`config.mk`:
```
export PLATFORM = sky130hd
export DESIGN_NAME = dec_scan_seq_flat
export DESIGN_NICKNAME = d
export VERILOG_FILES = /design/src/rtl/dec_scan_seq_if.sv /design/src/rtl/dec_scan_seq.sv /design/src/flat_wrapper.sv
export SDC_FILE = /design/constraint.sdc
export NUM_CORES = 1
export LEC_CHECK = 0
export BUFFER_PORTS_ARGS = -buffer_cell sky130_fd_sc_hd__buf_4
export CORE_MARGIN = 8
export CORE_UTILIZATION = 55
export CTS_CLUSTER_DIAMETER = 50
export DETAILED_ROUTE_END_ITERATION = 8
export GPL_TIMING_DRIVEN = 0
export MAX_ROUTING_LAYER = met4
export PLACE_DENSITY = 0.76
export SYNTH_ARGS = -nofsm -noshare
export SYNTH_HDL_FRONTEND = slang
export SYNTH_SLANG_ARGS = --single-unit
export TNS_END_PERCENT = 50
```
`constraint.sdc`:
```
create_clock -name clk -period 2.1 [get_ports clk]
set_clock_uncertainty 0.2 [all_clocks]
set_input_delay 0.42 -clock clk [delete_from_list [all_inputs] [get_ports clk]]
set_output_delay 0.42 -clock clk [all_outputs]
set_load 0.02 [all_outputs]
```
`src/rtl/dec_scan_seq_if.sv`:
```
// Control/status bundle between a scan controller and dec_scan_seq.
// The decoder-facing address/enable travel here too so the sequencer has a single bus port.
interface dec_scan_seq_if;
  logic       start;
  logic       stop;
  logic       loop;
  logic [3:0] a;
  logic       e;
  logic       busy;
  logic       line_strobe;
  logic       done;

  modport master (
    output start, stop, loop,
    input  a, e, busy, line_strobe, done
  );

  modport slave (
    input  start, stop, loop,
    output a, e, busy, line_strobe, done
  );
endinterface

```
`src/rtl/dec_scan_seq.sv`:
```
// Line-scan sequencer feeding the 4:16 active-low decoder.
// Each line is SETUP -> ACTIVE x DWELL -> HOLD, so the address only moves while the enable is high.
module dec_scan_seq #(
  parameter int DWELL = 4,
  parameter int LAST  = 15
) (
  input logic           clk,
  input logic           rst_n,
  dec_scan_seq_if.slave bus
);

  typedef enum logic [2:0] {
    IDLE,
    SETUP,
    ACTIVE,
    HOLD,
    DONE
  } state_t;

  localparam logic [7:0] DWELL_END = 8'(DWELL - 1);
  localparam logic [3:0] LAST_LINE = 4'(LAST);

  state_t     state, next_state;
  logic [3:0] line, next_line;
  logic [7:0] cnt, next_cnt;

  always_ff @(posedge clk or negedge rst_n) begin
    if (!rst_n) begin
      state <= IDLE;
      line  <= 4'd0;
      cnt   <= 8'd0;
    end else begin
      state <= next_state;
      line  <= next_line;
      cnt   <= next_cnt;
    end
  end

  // The line index is parked at 0 whenever the sequencer is not scanning,
  // so it doubles directly as the decoder address.
  always_comb begin
    next_state = state;
    next_line  = line;
    next_cnt   = cnt;
    case (state)
      IDLE: begin
        next_line = 4'd0;
        next_cnt  = 8'd0;
        if (bus.start && !bus.stop) next_state = SETUP;
      end
      SETUP: begin
        next_state = ACTIVE;
        next_cnt   = 8'd0;
      end
      ACTIVE: begin
        next_cnt = cnt + 8'd1;
        if (cnt == DWELL_END) next_state = HOLD;
      end
      HOLD: begin
        if (line != LAST_LINE) begin
          next_state = SETUP;
          next_line  = line + 4'd1;
        end else if (bus.loop) begin
          next_state = SETUP;
          next_line  = 4'd0;
        end else begin
          next_state = DONE;
          next_line  = 4'd0;
        end
      end
      DONE: begin
        next_state = IDLE;
        next_line  = 4'd0;
      end
      default: begin
        next_state = IDLE;
        next_line  = 4'd0;
        next_cnt   = 8'd0;
      end
    endcase

    // Abort overrides every scanning transition, including a pending DONE.
    if ((state == SETUP || state == ACTIVE || state == HOLD) && bus.stop) begin
      next_state = IDLE;
      next_line  = 4'd0;
      next_cnt   = 8'd0;
    end
  end

  // Outputs are registered from the next-state values so they line up with the state register.
  always_ff @(posedge clk or negedge rst_n) begin
    if (!rst_n) begin
      bus.a           <= 4'd0;
      bus.e           <= 1'b1;
      bus.busy        <= 1'b0;
      bus.line_strobe <= 1'b0;
      bus.done        <= 1'b0;
    end else begin
      bus.a           <= next_line;
      bus.e           <= (next_state != ACTIVE);
      bus.busy        <= (next_state == SETUP) || (next_state == ACTIVE) || (next_state == HOLD);
      bus.line_strobe <= (next_state == HOLD);
      bus.done        <= (next_state == DONE);
    end
  end

endmodule

```
`src/flat_wrapper.sv`:
```
// flat-port wrapper written by rule: the top's interface ports become plain ports
module dec_scan_seq_flat 
#(
  parameter int DWELL = 4,
  parameter int LAST  = 15
)
  (clk, rst_n, bus_start, bus_stop, bus_loop, bus_a, bus_e, bus_busy, bus_line_strobe, bus_done);
  dec_scan_seq_if bus_i ();
  input logic clk;
  input logic rst_n;
  input wire logic [$bits(bus_i.start)-1:0] bus_start;
  input wire logic [$bits(bus_i.stop)-1:0] bus_stop;
  input wire logic [$bits(bus_i.loop)-1:0] bus_loop;
  output wire logic [$bits(bus_i.a)-1:0] bus_a;
  output wire logic [$bits(bus_i.e)-1:0] bus_e;
  output wire logic [$bits(bus_i.busy)-1:0] bus_busy;
  output wire logic [$bits(bus_i.line_strobe)-1:0] bus_line_strobe;
  output wire logic [$bits(bus_i.done)-1:0] bus_done;
  assign bus_i.start = bus_start;
  assign bus_i.stop = bus_stop;
  assign bus_i.loop = bus_loop;
  assign bus_a = bus_i.a;
  assign bus_e = bus_i.e;
  assign bus_busy = bus_i.busy;
  assign bus_line_strobe = bus_i.line_strobe;
  assign bus_done = bus_i.done;
  dec_scan_seq #(.DWELL(DWELL), .LAST(LAST)) u_core (.clk(clk), .rst_n(rst_n), .bus(bus_i));
endmodule
```
==> reports/results.ini, run 1 <==
[grt]
grt.total_usage_pct = 13.8
grt_pass1_vias = 805
antenna_found_initial = 0
grt_max_degree = 20
gr-total-overflow = 0
grt_pass1_wl_um = 3610

[sta]
hold_ws_ps = 215
setup_viol_count_final = 0
min_period_ps = 1900
setup_tns_ps = 0
relSlewSlack_pct = 59.4
worstMarginPinSlew_ps = 607
slew_viol_final = 0
rsz0062_at_grt = false
period_share_pct = 90.6
max_freq_ghz = 0.526
hold_viol = 0

[synth]
syn_inst = 102
synth_cell_types = 41
syn_nets = 109
seq_area_frac_synth_pct = 47.6
synth_edf_count = 0
ys_seq_elements = 19
synth-main-ff-cell = dfrtp_1
synth_top_area_cell = dfrtp_1
synth_area_leaders = dfrtp_1 (45%), nand2_1 (3.8%), nand4b_1 (3.5%)
synth-adder-area-share_pct = 2.50
synth_area_mm2 = 0.00100
yosys.area_share.simple_pct = 24.6
synth-compound-area-share_pct = 19.9
synth-xor-area-share_pct = 0
synth.avg_cell_area_um2 = 9.81
ys_async_sr_fraction_pct = 100
synth_top_family_by_area = simple AND/OR/NAND/NOR gates
synthMuxAreaShare_pct = 2.25
netlist.area_leader.share_pct = 45.0
synth-warning-count = 0

[routing]
ant_nets = 0
drt_iter0_drc = 46
drcViolationCount = 0
vias_per_cell = 6.14
first_pass_iters = 4
drt-total-wl_um = 2210
wl_per_cell_um = 15.3
vias = 884

[min_path]
min_to = u_core.state[0]$_DFF_PN0_
worstHoldStart = bus_start
whs_path_depth = 3
min_path_type = input pin to flip-flop

[power]
powerDensity_mw_per_mm2 = 553
ir_drop_uv = 333
power_leakage_nw = 0.501

[clocking]
cts-resized-gates = 0
numCtsBuffers = 3
cts_sinks = 19
htree_levels = 1
cts.root.buffer_cell = clkbuf_4
clkTransAtPathRegs_ps = 110
clockBufferDepth = 2
cts_tree = done
clk_latency_ps = 300

[worst_setup_path]
slowest_delay_ps = 520
rr_startpoint = u_core.state[2]$_DFF_PN0_
path_max_fanout = 7
cp_data_required_time_ps = 2140
cp-end-kind = flip-flop
crit_arrival_ps = 1940
reg2reg_depth = 4
cp_top_family = simple AND/OR/NAND/NOR gates
critical_path_buf_inv_count = 1
slowest_stage = or4_1
r2r_slack_ps = 200
path_cells = or3b_1 > buf_2 > or4_1 > nand3_1
start_kind = flip-flop
crit_type = flip-flop to flip-flop
r2r_end = u_core.cnt[7]$_DFFE_PN0P_

[final_layout]
nNetsFinal = 127
area_growth_pct = 15.7
layout_common_cells = dfrtp_1 (18), buf_4 (12), nand2_1 (10)
num-fill-cells = 152
final_common_cell = dfrtp_1
utilization_pct = 67.1
final_cells = 144
drive_gt1_share_pct = 18.5
n_antenna_cell = 0

[outcome]
outcome = complete, no violations

[die]
ios = 13
fp.coreArea_mm2 = 0.00173
start_util_pct = 58.0
die_y_um = 58.7
die_x_um = 58.7
die_area_mm2 = 0.00344
fp-row-count = 15

[placed_design]
portBuffers = 12
place_congestion = 0.827
place_inst = 139
dp_hpwl_um = 1570

[flow_run]
drv_cap = 0

[cell usage after synthesis, types with 2 or more instances]
| cell type | n |
|---|---|
| o22ai_1 | 2 |
| o211ai_1 | 3 |
| nor3_1 | 2 |
| nor2_1 | 6 |
| or4_1 | 2 |
| a21oi_1 | 6 |
| nand4b_1 | 4 |
| clkbuf_1 | 4 |
| inv_1 | 3 |
| mux2_2 | 2 |
| dfrtp_1 | 18 |
| ha_1 | 2 |
| nor2b_1 | 3 |
| nand3_1 | 4 |
| a22oi_1 | 2 |
| o21ai_0 | 5 |
| nand2_1 | 10 |
[kinds of logic (layout without fill, tap and decap cells)]
| kind of cell | Yosys count | after routing |
|---|---|---|
| adder cells (fa/ha/maj) | 2 | 2 |
| buffers and inverters | 8 | 25 |
| AO/OA/AOI/OAI | 29 | 29 |
| AND/OR/NAND/NOR | 42 | 42 |
| flip-flops | 19 | 19 |
| multiplexers | 2 | 2 |
[power by group]
part / switching, mW / internal [mW] / leakage, nW / total [mW]
combinational: 0.0449 / 0.0294 / 0.226 / 0.0743
sequential: 0.00520 / 0.374 / 0.259 / 0.380
clock: 0.113 / 0.0741 / 0.0150 / 0.187
total: 0.163 / 0.478 / 0.501 / 0.641
[flip-flops by register name, indices dropped and copies added, names as in the netlist]
signal,cells
u_core.bus.busy,1
u_core.bus.done,1
u_core.bus.e,1
u_core.bus.line_strobe,1
u_core.cnt,8
u_core.line,4
u_core.state,3
[metrics by stage]
| stage | setup slack, ps | total power, mW | area (µm²) |
|---|---|---|---|
| 2_1_floorplan | 356 | 0.429 | 1000 |
| 3_3_place_gp | 203 | 0.459 | 1120 |
| 3_5_place_dp | 169 | 0.460 | 1120 |
| 4_1_cts | 202 | 0.647 | 1160 |
| 5_1_grt | 130 | 0.663 | 1160 |
| 6_report | 197 | 0.641 | 1160 |
[layer usage]
layer  track usage [%]  routed length [µm]  vias to the layer above  share of wire, %
met5                 -                   0                        -                 0
met4              7.17                  33                        0               1.5
met3              2.39                 167                        4               7.6
met2              20.5                 986                       37                45
met1              17.5                1020                      424                46
li1                  -                   -                      419                 -
[worst reg2reg max path, stage by stage (launching register included)]
cell and delay, ps:
dfrtp_1 460, or3b_1 390, buf_2 170, or4_1 520, nand3_1 100
[worst max path at each step]
| stage | start | slack (ps) | cells after the start | end |
|---|---|---|---|---|
| 2_1_floorplan | u_core.state[2]$_DFF_PN0_ | 360 | 4 | u_core.cnt[6]$_DFFE_PN0P_ |
| 3_3_place_gp | bus_stop | 200 | 5 | u_core.cnt[7]$_DFFE_PN0P_ |
| 3_5_place_dp | bus_stop | 170 | 5 | u_core.cnt[7]$_DFFE_PN0P_ |
| 4_1_cts | u_core.state[2]$_DFF_PN0_ | 200 | 4 | u_core.cnt[7]$_DFFE_PN0P_ |
| 5_1_grt | u_core.state[2]$_DFF_PN0_ | 130 | 4 | u_core.cnt[7]$_DFFE_PN0P_ |
| 6_report | u_core.state[2]$_DFF_PN0_ | 200 | 4 | u_core.cnt[7]$_DFFE_PN0P_ |
[repair_timing]
item / CTS / global route
buffers inserted: 0 / 0
hold endpoints to repair: 18 / 0
hold buffers: 1 / 0
setup endpoints to repair: 0 / 0
[final cells by class]
class                      instances  area (µm²)  area share, %
multi-input combinational         75         493           42.5
timing repair buffer              13         100           8.64
inverter                           3        11.3          0.972
buffer                             5        20.0           1.73
sequential                        19         477           41.1
tap                               25        31.3           2.70
clock buffer                       4        26.3           2.27
Power figures use the tool's default switching activity.
==> inputs of run 2 (changes only) <==
--- a/config.mk
+++ b/config.mk
@@ -6,6 +6,7 @@
 export NUM_CORES = 1
 export LEC_CHECK = 0
 export BUFFER_PORTS_ARGS = -buffer_cell sky130_fd_sc_hd__buf_4
+export CORE_ASPECT_RATIO = 1.2
 export CORE_MARGIN = 8
 export CORE_UTILIZATION = 55
 export CTS_CLUSTER_DIAMETER = 50
==> run 2 against run 1 <==
  * Critical path depth unchanged
  * Clock-buffer cell count is the same
  * Via count shrank 0.11%
  * Clock power is 2% higher
  * Die area grew 0.17%
  * Design area down 0.65%
  * Global-route usage decreased by 0.091 points
  * Sequential power about the same
  * Sequential share of layout area grew 0.27 points
  * Combinational power about the same
  * Critical path type unchanged
==> reports/results.ini, run 2 (synthesis results as in run 1) <==
[flow_run]
drv_cap = 0

[clocking]
clockBufferDepth = 2
htree_levels = 1
cts_tree = done
cts_sinks = 19
clkTransAtPathRegs_ps = 110
numCtsBuffers = 3
cts.root.buffer_cell = clkbuf_4
clk_latency_ps = 300
cts-resized-gates = 0

[placed_design]
dp_hpwl_um = 1550
place_congestion = 0.867
portBuffers = 12
place_ws_ps = 202
post_dp_cell_area_mm2 = 0.00111

[final_layout]
final_area_mm2 = 0.00115
drive_gt1_share_pct = 18.5
area_growth_pct = 15.0
top_register = u_core.cnt
nNetsFinal = 127
top_regs = u_core.cnt (8), u_core.line (4), u_core.state (3)
largest_register_ffs = 8
layout_common_cells = dfrtp_1 (18), buf_4 (12), nand2_1 (10)
final_common_cell = dfrtp_1
n_antenna_cell = 0

[routing]
ant_nets = 0
vias = 883
drt_iter0_drc = 24
drt-total-wl_um = 2180
wl_per_cell_um = 15.8
first_pass_iters = 4
vias_per_cell = 6.40
drcViolationCount = 0

[power]
p_total_mw = 0.644
power_leakage_nw = 0.501
swShare_pct = 25.9
p_comb_share_pct = 11.5
ir_drop_uv = 369
switching_power_mw = 0.167
powerDensity_mw_per_mm2 = 560
internal_power_mw = 0.478
p_seq_share_pct = 58.9
power_frac_clock_pct = 29.6

[sta]
final.setup.worst_slack_ps = 264
max_freq_ghz = 0.545
slew_viol_final = 0
rsz0062_at_grt = false
min_period_ps = 1840
hold_viol = 0
period_share_pct = 87.4
worstMarginPinSlew_ps = 656
setup_viol_count_final = 0
relSlewSlack_pct = 56.2
setup_tns_ps = 0

[worst_setup_path]
rr_startpoint = u_core.state[2]$_DFF_PN0_
crit_type = flip-flop to flip-flop
startpoint = u_core.state[2]$_DFF_PN0_
cp_data_required_time_ps = 2140
cp-end-kind = flip-flop
start_kind = flip-flop
crit_arrival_ps = 1880
r2r_slack_ps = 260
r2r_end = u_core.cnt[7]$_DFFE_PN0P_
reg2reg_depth = 4
path_max_fanout = 7

[die]
ios = 13
die_y_um = 62.7
fp-row-count = 17
die_x_um = 54.9
fp.coreArea_mm2 = 0.00179
die_area_mm2 = 0.00345
start_util_pct = 56.0

[min_path]
worstHoldStart = bus_start
min_path_type = input pin to flip-flop
whs_path_depth = 3
min_to = u_core.state[0]$_DFF_PN0_

[grt]
grt.total_usage_pct = 13.7
grt_pass1_vias = 868
grt_pass1_wl_um = 3650
gr-total-overflow = 0
grt_max_degree = 20
antenna_found_initial = 0

[outcome]
outcome = complete, no violations

## run 2: critical path, cell delays in order (launching register included)
cell and delay, ps:
dfrtp_1 450, or3b_1 370, buf_2 170, or4_1 500, nand3_1 90
## run 2: worst max path at each step
stage | to | slack [ps] | cells past startpoint
5_1_grt | u_core.cnt[7]$_DFFE_PN0P_ | 160 | 4
4_1_cts | u_core.cnt[7]$_DFFE_PN0P_ | 260 | 4
2_1_floorplan | u_core.cnt[6]$_DFFE_PN0P_ | 360 | 4
6_report | u_core.cnt[7]$_DFFE_PN0P_ | 260 | 4
3_3_place_gp | u_core.cnt[7]$_DFFE_PN0P_ | 210 | 5
3_5_place_dp | u_core.cnt[7]$_DFFE_PN0P_ | 200 | 5
## run 2: routing by layer
layer  part of all wire [%]  up-vias  GRT usage, %
met5                      0        -             -
met4                    1.2        0          4.52
met3                    3.8        4          2.86
met2                     51       29          22.7
met1                     44      434          15.4
li1                       -      416             -
## run 2: stage by stage
stage | std cells | hold slack [ps] | util (%)
3_3_place_gp | 133 | 104 | 62.4
3_5_place_dp | 133 | 107 | 62.4
2_1_floorplan | 102 | -75.6 | -
4_1_cts | 138 | 179 | 64.4
5_1_grt | 138 | 195 | 64.4
6_report | 138 | 185 | 64.4
## run 2: power groups by stage
stage	Clock, mW	Sequential, mW	Combinational [mW]
2_1_floorplan	0	0.390	0.0391
6_report	0.191	0.379	0.0743
4_1_cts	0.193	0.379	0.0744
3_3_place_gp	0	0.386	0.0717
3_5_place_dp	0	0.386	0.0725
5_1_grt	0.199	0.380	0.0816
## run 2: cell type report
class | instances | area, µm²
clock buffers | 4 | 26.3
multi-input cells | 75 | 493
plain buffers | 5 | 20.0
flip-flops and latches | 19 | 477
fillers | 151 | 636
well taps | 19 | 23.8
repair buffers | 13 | 100
inverters | 3 | 11.3
## run 2: timing repair
| action | CTS | global route |
|---|---|---|
| endpoints found under the setup margin | 0 | 0 |
| hold buffers | 1 | 0 |
| endpoints found under the hold margin | 18 | 0 |
| buffers inserted | 0 | 0 |
==> inputs of run 3 (changes only) <==
--- a/config.mk
+++ b/config.mk
@@ -11,7 +11,6 @@
 export CORE_UTILIZATION = 55
 export CTS_CLUSTER_DIAMETER = 50
 export DETAILED_ROUTE_END_ITERATION = 8
-export GPL_TIMING_DRIVEN = 0
 export MAX_ROUTING_LAYER = met4
 export PLACE_DENSITY = 0.76
 export SYNTH_ARGS = -nofsm -noshare
==> run 3 against run 2 <==
  * Design area increased by 0.87%
  * Clock-buffer cell count unchanged
  * Critical path depth decreased by 1
  * Die area unchanged
  * Global-route usage increased by 0.86 points
  * Non-clock buffer count decreased by 1
  * Critical path type unchanged
  * Largest cell class unchanged
  * Highest routed layer unchanged
==> reports/results.ini, run 3 (synthesis results as in run 1) <==
[worst_setup_path]
cp_top_family = simple AND/OR/NAND/NOR gates
cp-end-kind = flip-flop
start_kind = flip-flop
path_max_fanout = 7
slowest_delay_ps = 530
r2r_end = u_core.cnt[7]$_DFFE_PN0P_
slowest_stage = or4_1
r2r_slack_ps = 280
path_cells = or3b_1 > or4_1 > nand3_1
crit_arrival_ps = 1870
rr_startpoint = u_core.state[2]$_DFF_PN0_
crit_type = flip-flop to flip-flop
cp_data_required_time_ps = 2150
critical_path_buf_inv_count = 0
reg2reg_depth = 3

[die]
fp-row-count = 17
die_area_mm2 = 0.00345
ios = 13
start_util_pct = 56.0
fp.coreArea_mm2 = 0.00179
die_y_um = 62.7
die_x_um = 54.9

[routing]
vias = 869
vias_per_cell = 6.34
drt_iter0_drc = 13
wl_per_cell_um = 16.0
first_pass_iters = 4
drcViolationCount = 0
ant_nets = 0
drt-total-wl_um = 2190

[final_layout]
final_common_cell = dfrtp_1
top_regs = u_core.cnt (8), u_core.line (4), u_core.state (3)
drive_gt1_share_pct = 21.2
layout_common_cells = dfrtp_1 (18), buf_4 (16), nand2_1 (10)
register_area_um2 = 477
nNetsFinal = 126
top_register = u_core.cnt
largest_register_ffs = 8
multiInputGateArea_um2 = 493
n_antenna_cell = 0
num-fill-cells = 153
final_area_mm2 = 0.00116
area_growth_pct = 16.0

[power]
switching_power_mw = 0.166
internal_power_mw = 0.480
swShare_pct = 25.7
power_frac_clock_pct = 29.7
p_seq_share_pct = 59.4
powerDensity_mw_per_mm2 = 557
ir_drop_uv = 410
p_total_mw = 0.646
p_comb_share_pct = 10.9
power_leakage_nw = 0.515

[sta]
worstMarginPinSlew_ps = 568
min_period_ps = 1820
hold_viol = 0
period_share_pct = 86.7
setup_tns_ps = 0
slew_viol_final = 0
max_freq_ghz = 0.549
hold_ws_ps = 184
relSlewSlack_pct = 61.8
rsz0062_at_grt = false
setup_viol_count_final = 0

[clocking]
htree_levels = 1
cts_sinks = 19
numCtsBuffers = 3
cts_hold_buf = 1
cts.root.buffer_cell = clkbuf_4
cts_tree = done
cts-resized-gates = 0
clkTransAtPathRegs_ps = 110
clockBufferDepth = 2
post_cts_buffers = 0
clk_latency_ps = 300

[grt]
grt_pass1_vias = 922
antenna_found_initial = 0
gr-total-overflow = 0
grt.total_usage_pct = 14.5
grt_max_degree = 20
grt_pass1_wl_um = 3860

[placed_design]
dp_hpwl_um = 1600
post_dp_cell_area_mm2 = 0.00112
place_congestion = 0.814
portBuffers = 12

[min_path]
worstHoldStart = bus_start
min_path_type = input pin to flip-flop
whs_path_depth = 3
min_to = u_core.state[0]$_DFF_PN0_

[outcome]
outcome = complete, no violations

[flow_run]
drv_cap = 0

[run 3: cell types whose count changed in the layout (fill, tap and decap cells not counted)]
cell	change
clkbuf_1	-4
buf_4	+4
buf_2	-1
[run 3: per-layer routing]
| layer | vias to the layer above | part of all wire (%) | GRT usage (%) |
|---|---|---|---|
| li1 | 417 | - | - |
| met1 | 434 | 45 | 16.3 |
| met5 | - | 0 | - |
| met4 | 0 | 1.8 | 6.93 |
| met3 | 5 | 2.0 | 2.14 |
| met2 | 13 | 52 | 23.7 |
[run 3: power groups by stage]
stage	Clock (mW)	Sequential [mW]	Combinational (mW)
after detailed placement	0	0.391	0.0699
final	0.192	0.384	0.0705
after global placement	0	0.390	0.0685
after CTS	0.195	0.384	0.0715
after global routing	0.205	0.385	0.0783
after floorplan	0	0.390	0.0391
[run 3: final cells by class]
cell class	instances	share of cell area, %
flip-flops and latches	19	41.1
clock buffers	4	2.26
multi-input cells	75	42.5
repair buffers	17	11.2
well taps	19	2.05
inverters	3	0.970
[run 3: how the worst max path moves through the flow]
stage	cells after the start	to	from
2_1_floorplan	4	u_core.cnt[6]$_DFFE_PN0P_	u_core.state[2]$_DFF_PN0_
3_3_place_gp	4	u_core.cnt[7]$_DFFE_PN0P_	bus_stop
3_5_place_dp	4	u_core.cnt[7]$_DFFE_PN0P_	bus_stop
4_1_cts	3	u_core.cnt[7]$_DFFE_PN0P_	u_core.state[2]$_DFF_PN0_
5_1_grt	3	u_core.cnt[7]$_DFFE_PN0P_	u_core.state[2]$_DFF_PN0_
6_report	3	u_core.cnt[7]$_DFFE_PN0P_	u_core.state[2]$_DFF_PN0_
[run 3: worst register-to-register path, stage by stage (launching register included)]
cell and delay, ps:
dfrtp_1 450, or3b_1 490, or4_1 530, nand3_1 90
[run 3: stage by stage]
step	util, %	instances	setup slack (ps)
after floorplan	-	102	356
after global placement	63.0	132	252
after detailed placement	63.0	132	224
after CTS	65.0	137	285
after global routing	65.0	137	194
final	65.0	137	279
